==> src/rtl/reg_serial_out.sv <==
// ---------------------------------------------------------------------------
// reg_serial_out
//   Snapshots the register bank word on a start request and shifts it out
//   one bit per accepted beat over a valid/ready serial handshake.
//
// Ports
//   clk         : clock, all state updates on the rising edge
//   reset       : asynchronous, active-high reset
//   q_in        : register bank contents, sampled only on the accept cycle
//   start       : request to send the current q_in (accepted when ready)
//   ready       : high in IDLE
//   busy        : high while a frame is in progress (SHIFT, PAR, DONE)
//   sout        : current serial bit, 0 whenever sout_valid is low
//   sout_valid  : sout holds a valid bit
//   sout_ready  : consumer takes the bit when sout_valid & sout_ready
//   done        : one-cycle pulse after the last bit is taken
//
// Configuration
//   REG_SERIAL_OUT_PARITY_EN : when defined, an even-parity bit (XOR of the
//   captured word) is sent as an extra beat after the data bits.
// ---------------------------------------------------------------------------
module reg_serial_out #(
    parameter int unsigned WIDTH     = 8,
    parameter bit          LSB_FIRST = 1'b1
) (
    input  logic             clk,
    input  logic             reset,
    input  logic [WIDTH-1:0] q_in,
    input  logic             start,
    output logic             ready,
    output logic             busy,
    output logic             sout,
    output logic             sout_valid,
    input  logic             sout_ready,
    output logic             done
);

    localparam int unsigned CW = $clog2(WIDTH) + 1;

    typedef enum logic [1:0] {
        IDLE  = 2'd0,
        SHIFT = 2'd1,
        PAR   = 2'd2,
        DONE  = 2'd3
    } state_t;

    state_t           state;
    logic [WIDTH-1:0] shreg;
    logic [CW-1:0]    bitcnt;
    logic             beat;
    logic             last_bit;

`ifdef REG_SERIAL_OUT_PARITY_EN
    logic             par_bit;
`endif

    assign beat     = sout_valid & sout_ready;
    assign last_bit = (bitcnt == CW'(WIDTH - 1));

    // Bit that goes out first from a freshly captured word.
    function automatic logic first_bit(input logic [WIDTH-1:0] w);
        return LSB_FIRST ? w[0] : w[WIDTH-1];
    endfunction

    // sout is registered: it is loaded with the bit that will sit at the
    // sending end of shreg after the capture or shift takes effect.
    always_ff @(posedge clk or posedge reset) begin
        if (reset) begin
            state      <= IDLE;
            shreg      <= '0;
            bitcnt     <= '0;
            ready      <= 1'b1;
            busy       <= 1'b0;
            sout       <= 1'b0;
            sout_valid <= 1'b0;
            done       <= 1'b0;
`ifdef REG_SERIAL_OUT_PARITY_EN
            par_bit    <= 1'b0;
`endif
        end else begin
            case (state)
                IDLE: begin
                    if (start) begin
                        state      <= SHIFT;
                        shreg      <= q_in;
                        bitcnt     <= '0;
                        ready      <= 1'b0;
                        busy       <= 1'b1;
                        sout_valid <= 1'b1;
                        sout       <= first_bit(q_in);
`ifdef REG_SERIAL_OUT_PARITY_EN
                        par_bit    <= ^q_in;
`endif
                    end
                end

                SHIFT: begin
                    if (beat) begin
                        shreg  <= LSB_FIRST ? (shreg >> 1) : (shreg << 1);
                        bitcnt <= bitcnt + CW'(1);
                        if (last_bit) begin
`ifdef REG_SERIAL_OUT_PARITY_EN
                            state      <= PAR;
                            sout       <= par_bit;
`else
                            state      <= DONE;
                            sout       <= 1'b0;
                            sout_valid <= 1'b0;
                            done       <= 1'b1;
`endif
                        end else begin
                            sout <= LSB_FIRST ? shreg[1] : shreg[WIDTH-2];
                        end
                    end
                end

`ifdef REG_SERIAL_OUT_PARITY_EN
                PAR: begin
                    if (beat) begin
                        state      <= DONE;
                        sout       <= 1'b0;
                        sout_valid <= 1'b0;
                        done       <= 1'b1;
                    end
                end
`endif

                DONE: begin
                    state <= IDLE;
                    done  <= 1'b0;
                    busy  <= 1'b0;
                    ready <= 1'b1;
                end

                default: begin
                    state      <= IDLE;
                    ready      <= 1'b1;
                    busy       <= 1'b0;
                    sout       <= 1'b0;
                    sout_valid <= 1'b0;
                    done       <= 1'b0;
                end
            endcase
        end
    end

endmodule
==> config.mk <==
export PLATFORM = sky130hd
export DESIGN_NAME = reg_serial_out
export DESIGN_NICKNAME = d
export VERILOG_FILES = /design/src/rtl/reg_serial_out.sv
export SDC_FILE = /design/constraint.sdc
export NUM_CORES = 1
export LEC_CHECK = 0
export CORE_MARGIN = 5
export CORE_UTILIZATION = 47
export CTS_BUF_LIST = sky130_fd_sc_hd__clkbuf_4 sky130_fd_sc_hd__clkbuf_8
export CTS_CLUSTER_SIZE = 28
export DETAILED_ROUTE_END_ITERATION = 8
export PLACE_DENSITY = 0.76
export SYNTH_ARGS = -nofsm -noshare
export SYNTH_HDL_FRONTEND = slang
export SYNTH_SLANG_ARGS = --single-unit
==> constraint.sdc <==
create_clock -name clk -period 1.6 [get_ports clk]
set_clock_uncertainty 0.15 [all_clocks]
set_input_delay 0.48 -clock clk [delete_from_list [all_inputs] [get_ports clk]]
set_output_delay 0.48 -clock clk [all_outputs]
set_load 0.05 [all_outputs]
==> flow_summary_export.csv <==
group,metric,value,unit
global_route,grt_pass1_wl,3220,um
sta,finalHoldViolCount,0,
clock_network,clk_latency,0.30,ns
yosys,ys_ff_latch,18,
finish,multi_input_area,420,um2
critical_path,critPathRequiredTime,0.97,ns
routing,drt_wl_total,1930,um
sta,hold_slack,0.323,ns
sta,worst_pin_slew,0.176,ns
clock_network,cts_max_path_buffers,2,
sta,max_freq,612,MHz
finish,fillers,117,
global_route,track_usage,15.7,%
sta,period_needed,1.63,ns
routing,drt_iter0_markers,12,
die,initial_core_util,50.9,%
global_route,use_met1,18.2,%
power,leakage,0.000598,uW
clock_network,htree_num_levels,1,
critical_path,crit_family,"flip-flops",
clock_network,cts.sinks,18,
clock_network,ctsHoldBuffers,0,
job,drv_cap,0,
global_route,gr-max-usage-layer,"met2",
global_route,antenna_found_initial,0,
finish,antennaDiodeCount,0,
sta,rsz0062_at_grt,"yes",
critical_path,max_stage_delay,0.57,ns
power,power_density,1420,mW/mm2
clock_network,clk_pin_slew,0.10,ns
sta,max_slew_margin,88.2,%
yosys,ys_types,28,
die,die-area,0.00289,mm2
finish,area_delta_synth_final,46.7,%
place,dp_hpwl,1410,um
worst_hold_path,hp-class,"in2async",
finish,fin_area,0.00132,mm2
place,place_area,0.00122,mm2
global_route,grt_max_degree,19,
sta,finalSetupViolations,1,
global_route,grt_pass1_vias,721,
die,ios,17,
status,outcome,"complete, but fails checks",
yosys,syn-cell-area,898,um2
die,die_x,53.7,um
routing,avgRoutedWirePerCell,14.8,um
global_route,use_met2,28.4,%
critical_path,crit_path_top_delay_cell,"dfstp_2",
critical_path,setup.worst_path.class,"reg2out",
die,core_area,0.00176,mm2
yosys,synth.avg_cell_area,12.5,um2
power,max-vdd-ir-drop,843,uV
finish,fin_nets,120,
die,fp.dieH,53.7,um
routing,drc_errors,0,
critical_path,crit_buf_inv,1,
clock_network,cts-root-buf,"clkbuf_4",
sta,setup_ws,-0.0348,ns
sta,slew_viol_final,0,
die,rows,15,
yosys,ys_seq_area_share,50.3,%
routing,num_vias,696,
place,io_buffers,16,
place,gp_congestion,0.750,
clock_network,numCtsBuffers,3,
routing,viasPerCell,5.31,
sta,timing.final.crit_share,102,%
global_route,global_route.overflow_total,0,
yosys,yosys_warnings,0,
critical_path,worst_setup_path_start_kind,"flip-flop",
finish,register_area,454,um2
yosys,syn_inst,72,
routing,first_pass_iters,4,
status,violations,"setup timing",
global_route,use_met3,1.11,%
critical_path,arrival,1.00,ns
critical_path,path_cells,"buf_12",
critical_path,end_kind,"output pin",
critical_path,worstPathMaxFanout,2,
yosys,syn-num-nets,85,
routing,antenna_left,0,
clock_network,cts_tree,"yes",
finish,drive_gt1_share,44.3,%
through the flow:
stage / std cells / worst slack (ns) / util (%) / power (uW) / setup TNS (ns)
floorplan: 72 / 0.0237 / - / 1180 / 0
detailed placement: 123 / -0.453 / 69.4 / 1520 / -5.56
global placement: 123 / -0.395 / 69.4 / 1480 / -4.92
global route: 131 / -0.0797 / 74.7 / 1980 / -0.0870
finish: 131 / -0.0348 / 74.7 / 1880 / -0.0348
CTS: 130 / -0.0345 / 74.2 / 1870 / -0.0345
cell usage after synthesis:
library cell | count | share of area, %
and2_0 | 1 | 0.70
o21ai_0 | 3 | 1.7
mux2i_1 | 1 | 1.1
buf_6 | 1 | 1.3
nand3b_1 | 1 | 0.84
a21o_1 | 1 | 0.84
or2_2 | 1 | 0.70
inv_1 | 6 | 2.5
o2bb2ai_1 | 1 | 0.98
dfrtp_1 | 17 | 47
a21oi_1 | 3 | 1.7
ha_1 | 1 | 1.4
nor2b_4 | 1 | 1.5
o21bai_1 | 1 | 0.84
nor2_1 | 5 | 2.1
or3_1 | 2 | 1.4
dfstp_2 | 1 | 2.9
nand4b_4 | 1 | 2.6
a32o_1 | 2 | 2.2
nand2b_1 | 1 | 0.70
a21oi_4 | 1 | 1.8
buf_4 | 1 | 0.84
mux2_2 | 12 | 15
nand3_1 | 1 | 0.56
o22ai_1 | 2 | 1.4
nand3_2 | 1 | 1.1
o21a_1 | 1 | 0.84
nand2b_4 | 2 | 3.1
timing repair:
item,in CTS,in global routing
pin swaps,1,0
setup buffers,3,1
gates resized for setup,6,1
endpoints found under the setup margin,12,10
flip-flops by register name (all words and copies together), names as in the netlist:
register,flops
shreg,7
bitcnt,4
state,2
busy,1
done,1
ready,1
sout,1
sout_valid,1
cell usage in the layout, fill, tap and decap left out, types with 4 or more instances in the layout:
cell	n
nor2_1	5
mux2_2	8
mux2_4	4
inv_1	6
buf_12	7
clkdlybuf4s50_1	9
buf_4	14
dfrtp_1	15
path summary, 6_finish.rpt:
path / slack, ns / start / depth (start not counted) / to
max: -0.03 / ready / 1 / ready
min: 0.32 / reset / 3 / shreg[2]
max reg2reg: 0.05 / state[1] / 4 / bitcnt[3]
min reg2reg: 0.37 / shreg[2] / 1 / shreg[2]
max in group asynchronous: 0.77 / reset / 3 / ready
min in group clk: 0.37 / shreg[2] / 1 / shreg[2]
logic make-up after synthesis:
group,Yosys count,share of synthesized area [%]
compound gates,15,12.3
fa+ha+maj,1,1.39
buf+inv,8,4.60
flops,18,50.3
mux,13,16.2
simple gates,17,15.3
layout make-up:
| cell class | count | share of cell area, % |
|---|---|---|
| Inverter | 6 | 1.71 |
| Multi-Input combinational cell | 46 | 31.9 |
| Timing Repair Buffer | 32 | 26.8 |
| Tap cell | 25 | 2.37 |
| Sequential cell | 18 | 34.5 |
| Clock buffer | 4 | 2.75 |
routing by layer:
layer / wire length [um] / part of all wire (%) / vias to the layer above
met2: 977 / 51 / 21
li1: - / - / 328
met4: 38 / 2.0 / 0
met5: 0 / 0 / -
met3: 44 / 2.3 / 4
met1: 874 / 45 / 343
where the power goes:
group | switching, uW | internal (uW) | leakage (uW)
Clock | 147 | 139 | 0.0000210
Combinational | 336 | 501 | 0.000354
Sequential | 137 | 617 | 0.000222
Total | 620 | 1260 | 0.000598
Note: power is estimated with default switching activity, not from simulation.
